<file path="config.mk">
export PLATFORM = sky130hd
export DESIGN_NAME = filtro_mac_seq
export DESIGN_NICKNAME = d
export VERILOG_FILES = /design/src/rtl/filtro_pkg.sv /design/src/rtl/filtro_wrap_cnt.sv /design/src/rtl/filtro_mac_seq.sv
export SDC_FILE = /design/constraint.sdc
export NUM_CORES = 1
export LEC_CHECK = 0
export CAP_MARGIN = 5
export CORE_AREA = 2 2 39 41
export CTS_CLUSTER_DIAMETER = 60
export CTS_CLUSTER_SIZE = 20
export DETAILED_ROUTE_END_ITERATION = 8
export DIE_AREA = 0 0 41 43
export PLACE_DENSITY = 0.65
export SLEW_MARGIN = 20
export SYNTH_ARGS = -nofsm -noshare
export SYNTH_HDL_FRONTEND = slang
export SYNTH_SLANG_ARGS = --single-unit
export TNS_END_PERCENT = 20
</file>
<file path="constraint.sdc">
create_clock -name clk -period 1.9 [get_ports clk]
set_clock_uncertainty 0.05 [all_clocks]
set_input_delay 0.19 -clock clk [delete_from_list [all_inputs] [get_ports clk]]
set_output_delay 0.19 -clock clk [all_outputs]
set_load 0.02 [all_outputs]
</file>
<file path="src/rtl/filtro_pkg.sv">
// rtl/filtro_pkg.sv - state encoding and width helper shared by the MAC sequencer files
package filtro_pkg;

  typedef enum logic [1:0] {
    ST_IDLE = 2'd0,
    ST_CLR  = 2'd1,
    ST_MAC  = 2'd2,
    ST_DONE = 2'd3
  } state_e;

  // Select ports stay at least one bit wide even for a single tap or channel.
  function automatic int clog2_min1(input int n);
    return (n <= 2) ? 1 : $clog2(n);
  endfunction

endpackage

</file>
<file path="src/rtl/filtro_wrap_cnt.sv">
// rtl/filtro_wrap_cnt.sv - modulo-MOD up-counter with enable, sync clear and terminal-count flag
module filtro_wrap_cnt #(
  parameter int MOD = 5,
  parameter int W   = 3
) (
  input  logic         clk,
  input  logic         rst_n,
  input  logic         clr,
  input  logic         en,
  output logic [W-1:0] cnt,
  output logic         tc
);

  localparam logic [W-1:0] LAST = W'(MOD - 1);

  assign tc = (cnt == LAST);

  always_ff @(posedge clk or negedge rst_n) begin
    if (!rst_n) begin
      cnt <= '0;
    end else if (clr) begin
      cnt <= '0;
    end else if (en) begin
      cnt <= tc ? '0 : cnt + W'(1);
    end
  end

endmodule

</file>
<file path="src/rtl/filtro_mac_seq.sv">
// rtl/filtro_mac_seq.sv - strobe-driven tap/channel sequencer for a shared MAC datapath
// FILTRO_MAC_PIPE_EN: delays acc_clr/acc_en/done one clk for a registered multiplier.
module filtro_mac_seq
  import filtro_pkg::*;
#(
  parameter int N_TAPS = 5,
  parameter int N_CH   = 1,
  parameter int SEL_W  = clog2_min1(N_TAPS),
  parameter int CH_W   = clog2_min1(N_CH)
) (
  input  logic             clk,
  input  logic             rst_n,
  input  logic             start,
  input  logic             ovr_clr,
  output logic [SEL_W-1:0] coef_sel,
  output logic [SEL_W-1:0] tap_sel,
  output logic [CH_W-1:0]  ch_sel,
  output logic             acc_clr,
  output logic             acc_en,
  output logic             busy,
  output logic             done,
  output logic             overrun
);

  state_e           state;
  state_e           state_nxt;
  logic             tap_clr;
  logic             tap_en;
  logic             tap_tc;
  logic             ch_clr;
  logic             ch_en;
  logic             ch_tc;
  logic [SEL_W-1:0] k;
  logic [CH_W-1:0]  ch;
  logic             hold;
  logic             clr_dec;
  logic             en_dec;
  logic             done_dec;

  always_ff @(posedge clk or negedge rst_n) begin
    if (!rst_n) begin
      state <= ST_IDLE;
    end else begin
      state <= state_nxt;
    end
  end

  always_comb begin
    state_nxt = state;
    tap_clr   = 1'b0;
    tap_en    = 1'b0;
    ch_clr    = 1'b0;
    ch_en     = 1'b0;
    case (state)
      ST_IDLE: begin
        if (start && !hold) begin
          state_nxt = ST_CLR;
          tap_clr   = 1'b1;
          ch_clr    = 1'b1;
        end
      end
      ST_CLR:  state_nxt = ST_MAC;
      ST_MAC: begin
        tap_en = 1'b1;
        if (tap_tc) begin
          if (ch_tc) begin
            state_nxt = ST_DONE;
          end else begin
            ch_en     = 1'b1;
            state_nxt = ST_CLR;
          end
        end
      end
      ST_DONE: state_nxt = ST_IDLE;
      default: state_nxt = ST_IDLE;
    endcase
  end

  filtro_wrap_cnt #(.MOD(N_TAPS), .W(SEL_W)) u_tap_cnt (
    .clk   (clk),
    .rst_n (rst_n),
    .clr   (tap_clr),
    .en    (tap_en),
    .cnt   (k),
    .tc    (tap_tc)
  );

  // Channel count is only cleared on a new strobe so ch_sel holds while idle.
  filtro_wrap_cnt #(.MOD(N_CH), .W(CH_W)) u_ch_cnt (
    .clk   (clk),
    .rst_n (rst_n),
    .clr   (ch_clr),
    .en    (ch_en),
    .cnt   (ch),
    .tc    (ch_tc)
  );

  assign clr_dec  = (state == ST_CLR);
  assign en_dec   = (state == ST_MAC);
  assign done_dec = (state == ST_DONE);

  assign coef_sel = k;
  assign tap_sel  = k;
  assign ch_sel   = ch;

`ifdef FILTRO_MAC_PIPE_EN
  logic clr_q;
  logic en_q;
  logic done_q;

  always_ff @(posedge clk or negedge rst_n) begin
    if (!rst_n) begin
      clr_q  <= 1'b0;
      en_q   <= 1'b0;
      done_q <= 1'b0;
    end else begin
      clr_q  <= clr_dec;
      en_q   <= en_dec;
      done_q <= done_dec;
    end
  end

  assign acc_clr = clr_q;
  assign acc_en  = en_q;
  assign done    = done_q;
  // The delayed done cycle still belongs to the running sequence.
  assign hold    = done_q;
`else
  assign acc_clr = clr_dec;
  assign acc_en  = en_dec;
  assign done    = done_dec;
  assign hold    = 1'b0;
`endif

  assign busy = (state != ST_IDLE) || hold;

  always_ff @(posedge clk or negedge rst_n) begin
    if (!rst_n) begin
      overrun <= 1'b0;
    end else if (start && busy) begin
      overrun <= 1'b1;
    end else if (ovr_clr) begin
      overrun <= 1'b0;
    end
  end

endmodule
</file>
* After elaboration in Yosys (flattened, before gate mapping)
Index checks and enable logic that the tools add are counted.
** Word-level totals
- Register bits :: 7
- Logic and storage cells :: 37
- Output and inout port bits :: 12
** Operators by class
- Muxes and demuxes :: 18
- Equality and inequality tests :: 6
- Reduce and logical (&&, ||, !) cells :: 7
- Add/subtract/negate cells :: 2
** Operators with widths (count)
- $mux W1 :: 11
- $mux W3 :: 3
- $pmux W2 S4 :: 1
- $reduce_bool A2 Y1 :: 4
- $mux W2 :: 3
- $eq A2 B2 Y1 const B :: 2
- $add A3 B1 Y3 const B :: 1
- $eq A3 B3 Y1 const B :: 1
- $eq A2 B1 Y1 const B :: 1
- $logic_not A2 Y1 :: 1
- $ne A2 B1 Y1 const B :: 1
- $ne A2 B2 Y1 const B :: 1
- $reduce_and A2 Y1 :: 1
- $add A1 B1 Y1 const B :: 1
- $logic_and A1 B1 Y1 :: 1

* Longest topological paths before layout
- Word-level depth :: 5
- Gate-level depth with buffers :: 5

* Cells and area by module
A second synthesis with hierarchy kept.
** Unflattened totals
- Cells, all modules :: 40
- Area, all modules :: 377.9 um^2
** By module, submodules not included
- filtro_mac_seq :: cells an instance 19, times used 1, area each 185.2 um^2
- filtro_wrap_cnt (u_tap_cnt) :: cells an instance 17, times used 1, area each 170.2 um^2
- filtro_wrap_cnt (u_ch_cnt) :: cells an instance 4, times used 1, area each 22.5 um^2

* Least setup slack after synthesis
OpenSTA, ideal clock, no wires.
- Path type :: reg2reg
- Start point :: register state[0]
- End point :: register state[1]
- Arrival :: 1284 ps
- Data required time :: 1725 ps
- Setup slack :: 441 ps
- Clock period less this slack :: 1459 ps
- Buffers on the path :: 0
- Stages on the path, launching flop included :: 5
- Library setup time :: 125 ps
- Cells stage by stage :: dfrtp_1 > inv_1 > ha_1 > a21oi_2 > mux2_4
** On the way
- Cells in the longest elaborated chain, start to end :: 3
- Elaborated cells between the ends (all ways) :: 8
- Classes of those cells :: 5 x eq/ne; 1 x mux; 2 x reduce/logical
** RTL lines
- start, declared :: RTL line filtro_mac_seq.sv:25 : state_e state;
- start signal, assigned :: RTL line filtro_mac_seq.sv:44 : state <= state_nxt;
- $eq A2 B2 Y1 *
- net acc_en :: RTL line filtro_mac_seq.sv:19 : output logic acc_en,
- $ne A2 B1 Y1 (no line)
- $reduce_and A2 Y1 (no line)
The timed path passes the listed nets; every way through them passes the cells marked *.
A chain may end at the register's enable or synchronous reset.

* Worst setup path after layout
- Start point :: register state[0]
- End point :: output port acc_en
** On the way
- Cells in the longest elaborated chain, start to end :: 1
** RTL lines
- $eq A2 B2 Y1 :: RTL line filtro_mac_seq.sv:99 : assign en_dec = (state == ST_MAC);
- end, declared :: RTL line filtro_mac_seq.sv:19
No other way between the ends.

==> flow_results.org <==
** Detailed routing
- After detailed routing, the number of vias per cell comes to 4.38.
- Before antenna repair, the detailed router went through 2 iterations.
- In the routed design, unresolved DRC markers number 0.
- Vias :: 302
- Detail Route Antenna Nets :: 0
- Iter 0 DRT Violations :: 2
- After detailed routing, the average wire length per cell comes to 10.7 um.
- Total wirelength of the detailed-routed design :: 735 um

** Placement
- Port buffering added 14 buffers.
- DP Wirelength :: 605 um
- After detailed placement, the total cell area comes to 551 sq um.
- Routability cong. :: 0.687

** Logic synthesis
- Post-synthesis cell area :: 413 sq um
- The synthesized design contains 6 register bits.
- Synth cell types :: 18
- After synthesis, the mean cell area works out to 10.6 sq um.
- Portion of the post-synthesis area used by sequential elements :: 36.4%
- The cell count after synthesis came out at 39.
- Yosys printed 0 warnings.
- Post-Syn Nets :: 50

** Clocking
- TritonCTS built the clock tree.
- Buffers added to address setup during post-CTS repair amount to 0.
- CTS H-tree depth :: 1
- Root cell of the clock tree :: sky130_fd_sc_hd__clkbuf_4
- For the worst-skew pair, the clock arrives at the later sink with an insertion delay of 0.24 ns.
- The longest clock path from root to sink contains 2 buffers.
- Clock-pin slew was measured on the worst setup and hold paths at 0.04 ns.
- Cts bufs inserted :: 3
- For this design, the sink count on the clock tree is 6.

** Cells and area
- Area Growth Syn to Fin :: 38.5%
- In the final layout, the share of cells above drive strength 1 is 15.1%.
- Ant. Diodes :: 0
- Commonest cells after routing, fill and taps aside :: sky130_fd_sc_hd__clkdlybuf4s50_1 (13), sky130_fd_sc_hd__ha_1 (7), sky130_fd_sc_hd__inv_1 (6), sky130_fd_sc_hd__dfrtp_1 (6)
- After the last flow step, the layout net total stands at 66.
- Design Area, Final :: 572 sq um
- Most frequent standard cell in the layout excluding fill and tap cells :: sky130_fd_sc_hd__clkdlybuf4s50_1

** Power and ir drop
- Total power density per cell area :: 1890 nW/um^2
- The share of total power dissipated in sequential elements is 23.4%.
- Combinational cells account for 66.0% of the total power.
- Maximum ir drop on the vdd rail :: 0.000688 V
- The clock network is responsible for 10.6% of the overall power.
- The internal power of the cells totals 0.000622 W.
- Net switching power of the design :: 0.000456 W
- Overall power :: 0.00108 W
- Leak pwr :: 0.276 nW
- Net switching fraction of the power :: 42.3%

** Critical path
- Cell class contributing the biggest share of worst-path delay :: buffers and inverters
- Stage delay of the slowest cell on the critical path :: 0.61 ns
- Category of the worst setup path capture point :: primary output
- Critical register-to-register path startpoint :: state[0]
- Of all nets on the critical path, the largest fanout is 4.
- Worst-case reg-to-reg path depth :: 5
- Critical setup path kind :: reg2out
- The worst register-to-register path has a setup slack of 0.35 ns.
- For the worst setup path, the data required time is 1.66 ns.
- Traced cell by cell, the critical path runs through inv_1, ha_1, clkdlybuf4s50_1.
- Signal arrival time at the worst endpoint :: 1.56 ns
- In this run the critical register-to-register path is captured at state[1].
- Cell with the biggest individual delay on the critical path :: sky130_fd_sc_hd__clkdlybuf4s50_1
- The number of buffers and inverters on the critical path is 2.
- STA classifies the critical path startpoint as a register.

** Run
- Reported max-cap violation count :: 0

** Status
- Run status :: complete, no violations

** GRT
- Total gr overflow :: 0
- The number of global-route vias before repair came to 310.
- Entering global routing, the biggest net connects 8 pins.
- Number of antenna violations at the first check in global routing :: 0
- Across every metal layer, demand over resource in global routing totals 11.0%.
- The first global-routing pass estimated 1.30 mm of wire.

** Timing
- The clock period could shrink to 1.80 ns.
- Derived from the worst setup path, the maximum achievable clock frequency is 0.555 GHz.
- The final number of max-transition violations was 0.
- RSZ-0062 raised after global routing :: false
- Final worst-path cycle share :: 94.8%
- Setup violations remaining at the end of the flow were counted as 0.
- After routing, the total negative slack on setup checks comes to 0 ns.
- Final hold violation count :: 0

** Floorplan
- Starting density of the core :: 29.8%
- The die covers 1760 sq um.
- Floorplan core area :: 1380 sq um
- Floorplan die width :: 41 um
- Vertical extent of the die :: 43 um
- Row generation in the floorplan step produced 14 rows.
- I/O pin cnt :: 16

** Hold path
- Hold/Removal Path Class :: in2async
[power groups by stage]
stage | Sequential (W) | Combinational, W | Clock (W)
2_1_floorplan | 0.000290 | 0.000438 | 0
3_3_place_gp | 0.000252 | 0.000717 | 0
3_5_place_dp | 0.000256 | 0.000723 | 0
4_1_cts | 0.000255 | 0.000718 | 0.000120
5_1_grt | 0.000265 | 0.000784 | 0.000127
6_report | 0.000253 | 0.000711 | 0.000114
[how the worst max path moves through the flow]
stage	from	end	cells past startpoint
final	state[0]	acc_en	3
after global routing	state[0]	acc_en	3
after CTS	state[0]	acc_en	3
after global placement	state[0]	busy	4
after floorplan	state[0]	state[1]	4
after detailed placement	state[0]	busy	4
[per-layer routing]
| metal | track usage (%) | wire length, um | vias up |
|---|---|---|---|
| li1 | - | - | 152 |
| met1 | 14.2 | 329 | 139 |
| met2 | 15.9 | 363 | 11 |
| met3 | 6.28 | 42 | 0 |
| met4 | 2.00 | 0 | 0 |
| met5 | 0 | 0 | - |
[worst reg2reg max path, delay by kind of cell (launching register included)]
| family | cells | cell delay, ns |
|---|---|---|
| compound gates | 1 | 0.16 |
| fa+ha+maj | 1 | 0.27 |
| buf+inv | 1 | 0.10 |
| flops | 1 | 0.38 |
| mux | 1 | 0.32 |
| simple gates | 1 | 0.16 |
[final cells by class]
class | instances | area, sq um
flip-flops and latches | 6 | 150
clock buffers | 3 | 22.5
inverters | 6 | 22.5
repair buffers | 15 | 146
well taps | 16 | 20.0
multi-input cells | 23 | 210
fillers | 139 | 812
[per-stage QoR]
stage	hold slack, ns	worst slack, ns	util (%)	cells
floorplan	-0.156	0.441	-	39
global placement	0.408	0.272	39.8	66
detailed placement	0.404	0.225	39.8	66
CTS	0.144	0.0945	41.3	69
global route	0.153	0.0186	41.3	69
finish	0.139	0.0983	41.3	69
[cells by family after synthesis]
logic type               share of synthesized area, %
other                                           0.908
AND/OR/NAND/NOR                                  9.09
AO/OA/AOI/OAI                                    13.6
adder cells (fa/ha/maj)                          21.2
buffers and inverters                            12.7
multiplexers                                     6.06
flip-flops                                       36.4
[what timing repair did]
item | CTS | global route
setup endpoints to repair | 1 | 0
gates resized for setup | 1 | 0
hold buffers | 0 | 0
[sequential cells by signal, summed over array words and instances, names as in the netlist]
signal,cells
state,2
overrun,1
u_tap_cnt.cnt,3
[Yosys cell counts, drive strengths merged]
library cell	n	area share, %
mux2i	1	2.4
and3b	1	2.1
dfrtp	6	36
nor2b	1	3.3
inv	6	5.5
a22oi	1	1.8
ha	7	21
nand3	1	1.2
a22o	1	2.1
o32a	1	2.7
conb	1	0.91
a21oi	4	5.8
nand2	1	0.91
nand2b	1	1.5
mux2	1	3.6
buf	4	7.3
o21ai	1	1.2
Power figures use the tool's default switching activity.
